--- src/rtl/vram_arbiter.sv ---
// vram_arbiter: shares single-port video RAM between display line prefetch and CPU accesses
// Ports:
//   clk, rst_n          pixel clock, asynchronous active-low reset
//   frame_start         pulse before first visible line (restarts frame, flushes FIFO)
//   line_start          pulse in h-blank before each display line (each source line shown twice)
//   pix_req             display pops the FIFO head
//   pix_data/pix_valid  FIFO head (0 when empty or past the last line) / FIFO non-empty
//   underflow           sticky flag: pop requested while FIFO empty
//   cpu_req/we/addr/wdata  CPU request, held until cpu_ack
//   cpu_ack/cpu_rdata   one-cycle completion pulse, read data valid with it
//   ram_addr/we/wdata/rdata  single-port RAM with 1-cycle read latency
module vram_arbiter #(
    parameter int ADDR_W      = 16,
    parameter int DATA_W      = 8,
    parameter int FIFO_DEPTH  = 4,
    parameter int LINE_PIXELS = 320,
    parameter int LINES       = 200
) (
    input  logic              clk,
    input  logic              rst_n,
    input  logic              frame_start,
    input  logic              line_start,
    input  logic              pix_req,
    output logic [DATA_W-1:0] pix_data,
    output logic              pix_valid,
    output logic              underflow,
    input  logic              cpu_req,
    input  logic              cpu_we,
    input  logic [ADDR_W-1:0] cpu_addr,
    input  logic [DATA_W-1:0] cpu_wdata,
    output logic              cpu_ack,
    output logic [DATA_W-1:0] cpu_rdata,
    output logic [ADDR_W-1:0] ram_addr,
    output logic              ram_we,
    output logic [DATA_W-1:0] ram_wdata,
    input  logic [DATA_W-1:0] ram_rdata
);
    localparam int CW = $clog2(LINE_PIXELS + 1);
    localparam int LW = $clog2(2 * LINES + 1);
    localparam int PW = $clog2(FIFO_DEPTH);

    typedef enum logic {IDLE, FETCH} state_t;
    state_t state, state_nxt;

    logic [ADDR_W-1:0] line_base, fetch_base;
    logic [CW-1:0]     fetch_cnt;
    logic [LW-1:0]     disp_line;
    logic              parity, blank, disp_inflight, cpu_inflight, cpu_rd, underflow_r;
    logic [DATA_W-1:0] fifo [FIFO_DEPTH];
    logic [PW-1:0]     wr_ptr, rd_ptr;
    logic [PW:0]       count;
    logic [PW+1:0]     level;
    logic              accept, urgent, cpu_gnt, disp_gnt, push, pop, empty, last;

    assign accept   = line_start && disp_line < LW'(2 * LINES);
    assign empty    = count == '0;
    // FIFO occupancy plus the read whose data arrives this cycle
    assign level    = {1'b0, count} + (PW+2)'(disp_inflight);
    assign urgent   = state == FETCH && level <= (PW+2)'(1);
    // grants are gated by rst_n so the RAM port is quiet during reset
    assign cpu_gnt  = rst_n && !urgent && cpu_req && !cpu_inflight;
    // no new display read while the line/frame is being restarted
    assign disp_gnt = rst_n && !frame_start && !accept && state == FETCH && !cpu_gnt
                      && level < (PW+2)'(FIFO_DEPTH);
    assign last     = fetch_cnt == CW'(LINE_PIXELS - 1);
    // data of a read in flight at frame_start is dropped
    assign push     = disp_inflight && !frame_start;
    assign pop      = pix_req && !empty && !blank;

    assign ram_addr  = cpu_gnt ? cpu_addr : disp_gnt ? fetch_base + ADDR_W'(fetch_cnt) : '0;
    assign ram_we    = cpu_gnt && cpu_we;
    assign ram_wdata = ram_we ? cpu_wdata : '0;
    assign cpu_ack   = cpu_inflight;
    assign cpu_rdata = cpu_rd ? ram_rdata : '0;
    assign pix_valid = !empty && !blank;
    assign pix_data  = pix_valid ? fifo[rd_ptr] : '0;
    assign underflow = underflow_r;

    // an accepted line_start restarts the fetch even if the previous line is unfinished
    always_comb begin
        state_nxt = frame_start ? IDLE : accept ? FETCH : (disp_gnt && last) ? IDLE : state;
    end

    always_ff @(posedge clk) begin
        if (push) fifo[wr_ptr] <= ram_rdata;
    end

    always_ff @(posedge clk or negedge rst_n) begin
        if (!rst_n) begin
            state         <= IDLE;
            line_base     <= '0;
            fetch_base    <= '0;
            fetch_cnt     <= '0;
            disp_line     <= '0;
            parity        <= 1'b0;
            blank         <= 1'b0;
            disp_inflight <= 1'b0;
            cpu_inflight  <= 1'b0;
            cpu_rd        <= 1'b0;
            underflow_r   <= 1'b0;
            wr_ptr        <= '0;
            rd_ptr        <= '0;
            count         <= '0;
        end else begin
            state         <= state_nxt;
            cpu_inflight  <= cpu_gnt;
            cpu_rd        <= cpu_gnt && !cpu_we;
            disp_inflight <= disp_gnt;
            if (pix_req && empty && !blank) underflow_r <= 1'b1;
            if (disp_gnt) fetch_cnt <= fetch_cnt + CW'(1);
            if (line_start) begin
                if (disp_line != LW'(2 * LINES)) disp_line <= disp_line + LW'(1);
                parity <= !parity;
                // second display of a source line done: advance to the next source line
                if (parity) line_base <= line_base + ADDR_W'(LINE_PIXELS);
                blank <= !accept;
            end
            // the line being fetched uses the base before this line_start's update
            if (accept) begin
                fetch_cnt  <= '0;
                fetch_base <= line_base;
            end
            if (push) wr_ptr <= wr_ptr + PW'(1);
            if (pop) rd_ptr <= rd_ptr + PW'(1);
            count <= count + (PW+1)'(push) - (PW+1)'(pop);
            if (frame_start) begin
                line_base     <= '0;
                parity        <= 1'b0;
                disp_line     <= '0;
                blank         <= 1'b0;
                disp_inflight <= 1'b0;
                wr_ptr        <= '0;
                rd_ptr        <= '0;
                count         <= '0;
            end
        end
    end
endmodule
--- config.mk ---
export PLATFORM = sky130hd
export DESIGN_NAME = vram_arbiter
export DESIGN_NICKNAME = d
export VERILOG_FILES = /design/src/rtl/vram_arbiter.sv
export SDC_FILE = /design/constraint.sdc
export NUM_CORES = 1
export LEC_CHECK = 0
export ABC_AREA = 1
export CAP_MARGIN = 10
export CELL_PAD_IN_SITES_DETAIL_PLACEMENT = 1
export CELL_PAD_IN_SITES_GLOBAL_PLACEMENT = 1
export CORE_AREA = 10 10 119 121
export CTS_CLUSTER_SIZE = 10
export DETAILED_ROUTE_END_ITERATION = 7
export DIE_AREA = 0 0 129 131
export HOLD_SLACK_MARGIN = 0.06
export MAX_ROUTING_LAYER = met4
export PLACE_DENSITY_LB_ADDON = 0.1
export SYNTH_ARGS = -nofsm -noshare
export SYNTH_HDL_FRONTEND = slang
export SYNTH_SLANG_ARGS = --single-unit
--- constraint.sdc ---
create_clock -name clk -period 2.2 [get_ports clk]
set_input_delay 0.33 -clock clk [delete_from_list [all_inputs] [get_ports clk]]
set_output_delay 0.33 -clock clk [all_outputs]
set_load 0.01 [all_outputs]
==> impl_results.md <==
* Run status: finished with violations
* Violations in the final reports: negative setup slack
* Internal power consumption at 3.232 mW
* Pwr Total at around 4.6 mW
* H-tree levels at 3
* Effective utilization at floorplan at 38.34%
* Total setup violations reported at the end of the flow at 25
* Number of iterations in the first detailed-routing pass at 4
* Die X-Extent at about 130 um
* First-pass GRT wire length at 21.52 mm
* Hold violation count in the final report at 0
* Clock transition at the registers of the reported paths at approximately 60 ps
* Slew @ Worst Pin at 592.5 ps
* Number of non-filler instances in the completed layout at between 800 and 900
* Routed len/inst at 15.80 um
* Commonest cells after routing, fill and taps aside: nand2_1 (128), inv_1 (70), nor2_1 (68), dfrtp_1 (51), buf_4 (49)
* Clock Skews at 5.914 ps
* Critical-path top delay cell: dfrtp_1
* Overflow left after global routing at 0
* Clock root buffer: clkbuf_16
* Reported max-cap violation count at 0
* Final WL at 13.42 mm
* Switching component of the power at 1.383 mW
* Share of total power consumed by net switching at 29.97%
* Inst Count DP at 820
* Nets in the synthesized netlist at 612
* Part of the cycle the worst path needs at 113.5%
* Fraction of layout instances using a drive strength above 1 at 22.65%
* Avg Inst Size Synth at 8.144 um^2
* Number of buffers added by the clock tree synthesis step at 9
* Area of the die at 0.01690 mm^2
* Fraction of power consumed by sequential logic at a little under two fifths
* Number of instances in the synthesized netlist at 556
* Clock network fraction of design power at between 30% and 40%
* Row count at 40
* Dominant delay contributor by cell family on the critical path: simple AND/OR/NAND/NOR gates
* Required time of the worst setup path at around 1900 ps
* Layout Area Growth over Synthesis at 40.59%
* Max Clk Rate at 0.4004 GHz
* Final routed DRC violation total at 0
* Slew margin rel. at 60.50%
* CP Class: register to primary output
* Die height at approximately 130 um
* RSZ-0062 raised after global routing: true
* DRT antenna net count at 0
* CTS tree: done
* CTS Sinks at 84
* Number of enable flip-flop cells after synthesis at 32
* Maximum count of clock buffers along a single path at 2
* Data arrival time at the worst-slack endpoint at about 2200 ps
* Largest net degree at the start of global routing at 45
* Most used DFF post-synth: dfrtp_1
* Max Slew Vio Count at 0
* Iteration-0 DRC count of the detailed router at 139
* Most frequent standard cell in the layout excluding fill and tap cells: nand2_1
* Element type at the critical path end: primary output
* Period minus WS final at 2497 ps
* Number of antenna violations at the first check in global routing at 0
* Count of synthesis-stage warnings from yosys at 0
* Aggregate global-route resource usage at 16.32%
* Final Worst Setup Slack at -297.5 ps
* Power density of the placed cells at approximately 720 mW/mm^2
* Share of async-settable or async-resettable flops after synthesis at 61.90%
* Number of buffers and inverters on the critical path at 3
* Worst vdd rail ir drop at 425.5 uV
* I/O pin count at 83
* Via count of the first global-routing pass at 4,344
* Final estimated routing congestion in global placement at between 0.8 and 0.9
* Synth Cell Area at 0.004528 mm^2
* Ratio of routed vias to standard cells at 4.940
* Fraction of the yosys area taken by sequential cells at 49.96%
* Area of the placeable core at roughly 0.012 mm^2
* Insertion delay to the later sink of the worst-skew pair at 340 ps
* Share of total power in combinational logic at 29.2%
* Class of the worst hold path: primary input to asynchronous set/reset pin
* Highest net fanout along the worst path at 6
* Max incr delay on CP at 410 ps
* Fin nets at 753
* Count of distinct cell types in the synthesized netlist at 32
* Number of register bits inferred by synthesis at 84
* Ant. Diodes at 0
* Cells traversed along the worst timing path: ha_4 -> ha_4 -> inv_4 -> nor2_2 -> nor2_2 -> o211ai_1 -> nor2_4 -> buf_6 -> nand2_1 -> o21ai_1 -> buf_2
* Number of input and output port buffers inserted at 82
* Leakage power at 3.032 nW
* Vias post-DR at 4,194
* Half-perimeter wire length after placement at 9.614 mm
* Startpoint class of the critical path: register
-- synthesized netlist by cell type, types with 3 or more instances --
master,count,area [um^2]
nand2_1,138,518.0
dfrtp_1,52,1301
a31o_2,4,35.03
ha_1,16,200.2
nand3_1,29,145.1
nand3b_1,4,30.03
nand2_4,3,33.78
nor3_1,9,45.04
edfxtp_1,32,960.9
nor2_1,78,292.8
nor2_2,3,18.77
clkbuf_1,4,15.01
xor2_1,7,61.31
a21oi_1,18,90.09
inv_1,74,277.8
nand4_1,8,50.05
buf_2,8,40.04
nand2_2,3,18.77
o21bai_1,3,22.52
o21ai_0,46,230.2
-- final cells by class --
cell class / count / area [um^2]
well taps: 147 / 183.9
multi-input cells: 383 / 2064
inverters: 76 / 299.0
clock inverters: 6 / 63.81
repair buffers: 143 / 1262
clock buffers: 10 / 229.0
flip-flops and latches: 84 / 2263
fillers: 1411 / 5445
-- through the flow --
stage / utilization (%) / hold WS, ps / TNS, ps / worst slack (ps) / instance area (um^2)
after floorplan: - / 34.41 / 0 / 181.7 / 4528
after global placement: 49.58 / 368.5 / -6501 / -351.1 / 5856
after detailed placement: 49.58 / 375.9 / -8649 / -449.5 / 5856
after CTS: 52.17 / 208.5 / -4307 / -298.0 / 6162
after global routing: 53.90 / 239.3 / -7329 / -428.7 / 6366
final: 53.90 / 185.9 / -4730 / -297.5 / 6366
-- final timing paths --
path | startpoint | endpoint | slack (ps) | cells past startpoint
min in group clk | line_base[11]$_DFFE_PN0P_ | line_base[11]$_DFFE_PN0P_ | 480 | 1
worst min-delay path | rst_n | underflow$_DFFE_PN0P_ | 190 | 2
worst max register to register | count[1]$_DFF_PN0_ | count[2]$_DFF_PN0_ | 100 | 9
max in group asynchronous | rst_n | cpu_rd$_DFF_PN0_ | 1500 | 3
worst min register to register | line_base[11]$_DFFE_PN0P_ | line_base[11]$_DFFE_PN0P_ | 480 | 1
worst max-delay path | disp_inflight$_DFF_PN0_ | ram_addr[11] | -300 | 11
-- power by group through the flow --
stage	clock network, mW	logic (mW)	registers (mW)
global placement	0	1.21	1.78
detailed placement	0	1.26	1.78
global route	1.61	1.49	1.77
finish	1.50	1.35	1.76
floorplan	0	0.531	1.76
CTS	1.55	1.27	1.76
-- sequential cells by signal, indices dropped and copies added, names as in the netlist --
name and count:
cpu_ack 1, underflow 1, parity 1, fetch_cnt 9
line_base 10, cpu_rd 1, disp_line 9, fifo 32
state 1, disp_inflight 1, blank 1, count 3
wr_ptr 2, rd_ptr 2, fetch_base 10
-- timing repair --
item | CTS | global route
resized for setup | 151 | 47
hold buffers | 1 | 0
cloned | 2 | 0
pin swaps | 8 | 13
buffers inserted | 8 | 7
setup endpoints to repair | 34 | 36
hold endpoints to repair | 8 | 0
-- layer usage --
layer | vias to the layer above | track usage, % | part of all wire (%)
li1 | 2074 | - | -
met1 | 2050 | 20.00 | 45
met2 | 59 | 26.88 | 50
met3 | 11 | 3.586 | 3.5
met4 | 0 | 4.214 | 1.2
met5 | - | - | 0
-- kinds of logic after synthesis --
logic type	count (synthesis)	synth area share, %
and+or+nand+nor	279	26.20
buffers and inverters	90	8.013
DFF	84	49.96
AOI/OAI and AO/OA	77	9.229
adders and majority gates	17	4.863
xor gates and xnor gates	9	1.741
No activity file was read; power rests on OpenSTA's default activity.
